### config.mk
export PLATFORM = sky130hd
export DESIGN_NAME = signed_seq_multiplier
export DESIGN_NICKNAME = d
export VERILOG_FILES = /design/src/rtl/alu_defs.sv /design/src/rtl/twos_complement.sv /design/src/rtl/twos_complement16.sv /design/src/rtl/signed_seq_multiplier.sv
export SDC_FILE = /design/constraint.sdc
export NUM_CORES = 1
export LEC_CHECK = 0
export BUFFER_PORTS_ARGS = -buffer_cell sky130_fd_sc_hd__clkbuf_2
export CAP_MARGIN = 15
export CORE_MARGIN = 2
export CORE_UTILIZATION = 57
export CTS_CLUSTER_DIAMETER = 200
export DETAILED_ROUTE_END_ITERATION = 8
export GPL_ROUTABILITY_DRIVEN = 0
export PLACE_DENSITY_LB_ADDON = 0.2
export SYNTH_ARGS = -nofsm -noshare
export SYNTH_HDL_FRONTEND = slang
export SYNTH_SLANG_ARGS = --single-unit
export TNS_END_PERCENT = 10
### constraint.sdc
create_clock -name clk -period 4.5 [get_ports clk]
set_input_delay 0.225 -clock clk [delete_from_list [all_inputs] [get_ports clk]]
set_output_delay 0.225 -clock clk [all_outputs]
set_load 0.02 [all_outputs]
### src/rtl/alu_defs.sv
`default_nettype none
// ============================================================================
//  Module      : alu_defs (package)
//  Description : Shared ALU definitions: datapath width and the multiplier
//                control state encoding.
//  Revision    : 1.0 - initial release
// ============================================================================
package alu_defs;

    localparam int ALU_WIDTH = 8;

    // 2'd3 is unused and decodes back to ST_IDLE in the FSM.
    typedef enum logic [1:0] {
        ST_IDLE = 2'd0,
        ST_RUN  = 2'd1,
        ST_FIX  = 2'd2
    } state_t;

endpackage
`default_nettype wire

### src/rtl/twos_complement.sv
`default_nettype none
// ============================================================================
//  Module      : twos_complement
//  Description : Two's-complement negation (invert + 1) as an explicit
//                half-adder ripple chain.
//  Revision    : 1.0 - initial release
// ============================================================================
module twos_complement
    import alu_defs::*;
#(
    parameter int WIDTH = ALU_WIDTH
) (
    input  logic [WIDTH-1:0] i_a,
    output logic [WIDTH-1:0] o_y
);

    logic [WIDTH-1:0] w_inv;
    logic [WIDTH-1:0] w_carry;

    assign w_inv      = ~i_a;
    assign w_carry[0] = 1'b1;

    // Each bit is a half adder on the inverted input; the final carry-out
    // is not needed and is never formed.
    for (genvar i = 0; i < WIDTH; i++) begin : g_bit
        assign o_y[i] = w_inv[i] ^ w_carry[i];
        if (i < WIDTH - 1) begin : g_carry
            assign w_carry[i+1] = w_inv[i] & w_carry[i];
        end
    end

endmodule
`default_nettype wire

### src/rtl/twos_complement16.sv
`default_nettype none
// ============================================================================
//  Module      : twos_complement16
//  Description : 16-bit two's-complement negation (invert + 1) ripple chain,
//                used to restore the sign of the final product.
//  Revision    : 1.0 - initial release
// ============================================================================
module twos_complement16 (
    input  logic [15:0] i_a,
    output logic [15:0] o_y
);

    localparam int c_W = 16;

    logic [c_W-1:0] w_inv;
    logic [c_W-1:0] w_carry;

    assign w_inv      = ~i_a;
    assign w_carry[0] = 1'b1;

    // Half-adder ripple on the inverted input; no carry-out is formed.
    for (genvar i = 0; i < c_W; i++) begin : g_bit
        assign o_y[i] = w_inv[i] ^ w_carry[i];
        if (i < c_W - 1) begin : g_carry
            assign w_carry[i+1] = w_inv[i] & w_carry[i];
        end
    end

endmodule
`default_nettype wire

### src/rtl/signed_seq_multiplier.sv
`default_nettype none
// ============================================================================
//  Module      : signed_seq_multiplier
//  Description : Multi-cycle signed WIDTHxWIDTH -> 2*WIDTH multiplier.
//                Operands are reduced to magnitudes, an unsigned shift-add
//                loop runs for WIDTH cycles, and the product is negated when
//                the operand signs differ. start/busy/done handshake.
//  Revision    : 1.0 - initial release
// ============================================================================
module signed_seq_multiplier
    import alu_defs::*;
#(
    parameter int WIDTH = ALU_WIDTH,
    parameter int CNT_W = 3
) (
    input  logic                 clk,
    input  logic                 rst_n,
    input  logic                 start,
    input  logic [WIDTH-1:0]     a,
    input  logic [WIDTH-1:0]     b,
    output logic                 busy,
    output logic                 done,
    output logic [2*WIDTH-1:0]   product
);

    // Last shift-add iteration, and the second (commit) cycle of FIX.
    localparam logic [CNT_W-1:0] c_LAST_ITER  = CNT_W'(WIDTH - 1);
    localparam logic [CNT_W-1:0] c_FIX_COMMIT = CNT_W'(1);

    state_t               r_state;
    state_t               w_next_state;
    logic                 w_busy;

    logic [WIDTH-1:0]     r_mag_a;
    logic [WIDTH-1:0]     r_hi;
    logic [WIDTH-1:0]     r_lo;
    logic                 r_neg;
    logic [CNT_W-1:0]     r_count;
    logic                 r_done;
    logic [2*WIDTH-1:0]   r_product;

    logic [WIDTH-1:0]     w_neg_a;
    logic [WIDTH-1:0]     w_neg_b;
    logic [WIDTH-1:0]     w_mag_a;
    logic [WIDTH-1:0]     w_mag_b;
    logic [WIDTH:0]       w_sum;
    logic [2*WIDTH-1:0]   w_raw;
    logic [2*WIDTH-1:0]   w_raw_neg;
    logic [2*WIDTH-1:0]   w_fixed;

    twos_complement #(.WIDTH(WIDTH)) u_neg_a (.i_a(a), .o_y(w_neg_a));
    twos_complement #(.WIDTH(WIDTH)) u_neg_b (.i_a(b), .o_y(w_neg_b));
    twos_complement16                u_neg_p (.i_a(w_raw), .o_y(w_raw_neg));

    // -2^(WIDTH-1) negates to itself, which read as unsigned is the correct
    // magnitude, so no extra bit is needed.
    assign w_mag_a = a[WIDTH-1] ? w_neg_a : a;
    assign w_mag_b = b[WIDTH-1] ? w_neg_b : b;

    // Upper accumulator half plus the (conditional) multiplicand; the carry
    // bit is shifted straight back into the accumulator.
    assign w_sum   = {1'b0, r_hi} + (r_lo[0] ? {1'b0, r_mag_a} : '0);
    assign w_raw   = {r_hi, r_lo};
    assign w_fixed = r_neg ? w_raw_neg : w_raw;

    assign busy    = w_busy;
    assign done    = r_done;
    assign product = r_product;

    // Control state register.
    always_ff @(posedge clk or negedge rst_n) begin
        if (!rst_n) begin
            r_state <= ST_IDLE;
        end else begin
            r_state <= w_next_state;
        end
    end

    // Next-state and busy decode. FIX spans two cycles: the first lets the
    // 16-bit ripple negation settle, the second commits the product.
    always_comb begin
        w_next_state = r_state;
        w_busy       = 1'b0;
        case (r_state)
            ST_IDLE: begin
                if (start) begin
                    w_next_state = ST_RUN;
                end
            end
            ST_RUN: begin
                w_busy = 1'b1;
                if (r_count == c_LAST_ITER) begin
                    w_next_state = ST_FIX;
                end
            end
            ST_FIX: begin
                w_busy = 1'b1;
                if (r_count == c_FIX_COMMIT) begin
                    w_next_state = ST_IDLE;
                end
            end
            default: begin
                w_next_state = ST_IDLE;
            end
        endcase
    end

    // Operand capture, shift-add iteration and result commit.
    always_ff @(posedge clk or negedge rst_n) begin
        if (!rst_n) begin
            r_mag_a   <= '0;
            r_hi      <= '0;
            r_lo      <= '0;
            r_neg     <= 1'b0;
            r_count   <= '0;
            r_done    <= 1'b0;
            r_product <= '0;
        end else begin
            r_done <= 1'b0;
            case (r_state)
                ST_IDLE: begin
                    if (start) begin
                        r_mag_a <= w_mag_a;
                        r_lo    <= w_mag_b;
                        r_hi    <= '0;
                        r_neg   <= a[WIDTH-1] ^ b[WIDTH-1];
                        r_count <= '0;
                    end
                end
                ST_RUN: begin
                    r_hi    <= w_sum[WIDTH:1];
                    r_lo    <= {w_sum[0], r_lo[WIDTH-1:1]};
                    // Wraps to zero on the last iteration, ready for FIX.
                    r_count <= r_count + 1'b1;
                end
                ST_FIX: begin
                    r_count <= r_count + 1'b1;
                    if (r_count == c_FIX_COMMIT) begin
                        r_product <= w_fixed;
                        r_done    <= 1'b1;
                    end
                end
                default: begin
                end
            endcase
        end
    end

endmodule
`default_nettype wire

==> impl_metrics.csv <==
group,metric,value,unit
yosys,synth.ff_latch_count,47,
clock_network,number_of_cts_inserted_buffers,5,
worst_setup_path,critPathSlowestCell,"dfrtp_1",
power_and_ir_drop,clock_power_share,17.4,%
hold_path,holdCritPathClass,"primary input to asynchronous set/reset pin",
worst_setup_path,critPathCaptureType,"register",
placed_design,placedCellCount,410,
global_routing,pin_count_of_the_biggest_net_entering_global_routing,48,
cells_and_area,final_cell_count_no_fill,418,
sta,max_slew.worst_pin.slew,0.911,ns
floorplan,row_count,26,
floorplan,core_region,5070,sq um
worst_setup_path,crit_type,"register to register",
placed_design,numPortBuffers,36,
run,timing.max_cap.violations,0,
placed_design,post-dp-hpwl,4.36,mm
cells_and_area,drive_above_1_share,14.7,%
sta,final-hold-violation-count,0,
sta,timing.final.max_slew_violations,0,
cells_and_area,n_antenna_cell,0,
outcome,status,"finished, final reports clean",
sta,slew-limit-headroom,39.1,%
floorplan,die_width,76.2,microns
clock_network,cts_post_setup_buffers_inserted,0,
clock_network,cts-resized-gates,0,
yosys,yosys_warnings,0,
cells_and_area,final_util,65.7,%
power_and_ir_drop,p_int,1230,uW
worst_setup_path,critical-path-top-cell-by-count,"ha_1",
clock_network,clock-root-buffer,"clkbuf_8",
sta,grt_setup_unrepaired,"false",
sta,finalSetupViolCount,0,
worst_setup_path,critPathArrivalTime,3.81,ns
clock_network,tritoncts_clock_tree,"yes",
route,vias,2251,
power_and_ir_drop,power-per-cell-area,635,nW/um^2
cells_and_area,nNetsFinal,407,
global_routing,via_count_of_the_first_global_routing_pass,2174,
power_and_ir_drop,power.share.switching,41.8,%
route,avgRoutedWirePerCell,13.6,microns
route,drt_iter0_markers,76,
yosys,synth.distinct_cells,37,
power_and_ir_drop,combinationalPowerShare,47.1,%
sta,worst_hold_slack,0.00653,ns
worst_setup_path,critPathRequiredTime,4.65,ns
clock_network,worstSkewPairLatency,0.30,ns
yosys,syn_inst,315,
global_routing,grt_first_pass_wirelength,10.2,mm
clock_network,ctsLongestPathBuffers,2,
power_and_ir_drop,sequential_group_share_of_total_power,35.4,%
floorplan,design.portCount,37,
route,drt_pre_antenna_iters,4,
sta,min_tclk_post_route,3.66,ns
worst_setup_path,kind_of_start_point_of_the_critical_path,"register",
yosys,synth.cell_area,2970,sq um
yosys,synth_seq_area_share,39.6,%
power_and_ir_drop,worst_ir_drop_vdd,0.563,mV
sta,worst_clock_skew,0.00356,ns
clock_network,cts_htree_levels,2,
global_routing,grt_antenna_before_repair,0,
yosys,synth_nets,375,
worst_setup_path,worst_path_largest_cell_delay,0.44,ns
worst_setup_path,timing.critical_path.cells,"inv_1, ha_1, ha_1, ha_1, ha_1, ha_1, ha_1, ha_1, ha_1, ha_1, ha_1, ha_1, ha_1, ha_1, ha_1, nor2b_1, xnor2_1, o21ai_0",
worst_setup_path,worstPathMaxFanout,9,
power_and_ir_drop,static-leakage-power,0.00176,uW
route,drc_errors,0,
floorplan,chipHeight,76.2,microns
cells_and_area,syn_to_final_growth,12.1,%
sta,fin_setup_tns,0,ns
power_and_ir_drop,netSwitchingPower,884,uW
clock_network,postCtsHoldBufs,0,
sta,fin_crit_sh,81.3,%
clock_network,tritoncts_sinks,47,
route,drt-total-wl,5.68,mm
floorplan,design.die.area,5810,sq um
route,viasPerCell,5.39,
worst_setup_path,reg2reg_setup_slack,0.84,ns
global_routing,globalRouteTotalUtil,21.5,%
floorplan,floorplan.initialDensity,58.6,%
sta,max_clock_freq,0.273,GHz
yosys,synth_area_per_cell,9.44,sq um
clock_network,cts.reportedPaths.clkPinSlew,0.09,ns
route,route.antenna.remaining_nets,0,
global_routing,global_route.overflow_total,0,
worst max-delay path: cells and delay by family (launching register included):
| kind | cells | cell delay (ns) |
|---|---|---|
| AOI/OAI and AO/OA | 1 | 0.08 |
| adders and majority gates | 14 | 2.64 |
| DFF | 1 | 0.44 |
| xor gates and xnor gates | 1 | 0.13 |
| buffers and inverters | 1 | 0.10 |
| and+or+nand+nor | 1 | 0.13 |
through the flow:
step / worst slack, ns / total power, uW / area [sq um]
after floorplan: 1.17 / 1480 / 2970
after global placement: 1.01 / 1700 / 3200
after detailed placement: 0.854 / 1750 / 3200
after CTS: 0.821 / 2130 / 3330
after global routing: 0.648 / 2310 / 3330
final: 0.843 / 2120 / 3330
logic make-up (layout without fill, tap and decap cells):
kind of cell	count (synthesis)	in the layout	share of synthesized area, %
adder cells (fa/ha/maj)	41	41	17.5
AO/OA/AOI/OAI	68	68	13.1
flip-flops	47	47	39.6
multiplexers	30	30	10.2
buffers and inverters	51	84	6.82
AND/OR/NAND/NOR	73	73	11.3
XOR/XNOR	5	5	1.47
final cells by class:
type / count / area, sq um
Tap cell: 70 / 87.6
Clock inverter: 3 / 67.6
Sequential cell: 47 / 1180
Multi-Input combinational cell: 217 / 1590
Fill cell: 435 / 1740
Timing Repair Buffer: 38 / 195
Inverter: 38 / 143
Clock buffer: 5 / 68.8
state kept, by name (all words and copies together), names as in the netlist:
| name | cells |
|---|---|
| r_neg | 1 |
| r_state | 2 |
| done | 1 |
| r_mag_a | 8 |
| r_hi | 8 |
| r_count | 3 |
| product | 16 |
| r_lo | 8 |
cells in the mapped netlist:
library cell	instances	share of area, %
dfrtp_1	47	40
ha_1	40	17
inv_1	38	4.8
nand2_1	34	4.3
o21ai_0	33	5.6
mux2i_1	28	9.4
a21oi_1	20	3.4
nor2_1	15	1.9
and2_1	9	1.9
buf_2	9	1.5
nand3_1	5	0.84
xnor2_1	5	1.5
clkbuf_1	4	0.50
nor2b_1	3	0.63
mux2_2	2	0.76
o31ai_1	2	0.50
a211oi_1	1	0.25
a21boi_0	1	0.25
a21oi_2	1	0.29
a22o_1	1	0.29
a22oi_1	1	0.25
a32o_1	1	0.34
a32oi_1	1	0.29
and3_1	1	0.21
fa_1	1	0.67
nand2_2	1	0.21
nand2b_1	1	0.21
nand2b_4	1	0.46
nand4_1	1	0.21
nor4_1	1	0.21
o2111ai_1	1	0.29
o211ai_1	1	0.25
o21a_1	1	0.25
o21bai_1	1	0.25
o31a_1	1	0.29
o41a_1	1	0.38
or4_1	1	0.25
final timing paths:
path / start / to / depth (start not counted)
setup / recovery: r_lo[0]$_DFFE_PN0P_ / product[15]$_DFFE_PN0P_ / 18
max in group asynchronous: rst_n / r_lo[0]$_DFFE_PN0P_ / 2
setup reg to reg: r_lo[0]$_DFFE_PN0P_ / product[15]$_DFFE_PN0P_ / 18
min in group clk: a[0] / r_mag_a[0]$_DFFE_PN0P_ / 2
hold / removal: rst_n / product[1]$_DFFE_PN0P_ / 2
hold reg to reg: product[4]$_DFFE_PN0P_ / product[4]$_DFFE_PN0P_ / 2
power groups by stage:
stage | combinational, uW | clock [uW] | sequential (uW)
floorplan | 710 | 0 | 768
global placement | 952 | 0 | 748
detailed placement | 993 | 0 | 760
CTS | 1010 | 373 | 751
global route | 1140 | 389 | 776
finish | 998 | 369 | 750
layout by cell type (no fill, tap or decap), types with 2 or more instances in the layout:
cell type  instances
nand2_1           34
mux2i_1           28
buf_4              2
nand3_1            5
clkbuf_8           5
dfrtp_1           47
o21ai_0           33
bufinv_16          2
a21oi_1           20
nor2b_1            3
o31ai_1            2
mux2_2             2
and2_1             9
clkbuf_2          36
xnor2_1            5
ha_1              40
inv_1             38
nor2_1            15
routing by layer:
metal	part of all wire, %	track usage [%]
met5	0	0
met3	3.9	4.15
met4	1.0	4.73
met2	49	36.7
met1	46	28.5
No activity file was read; power rests on OpenSTA's default activity.
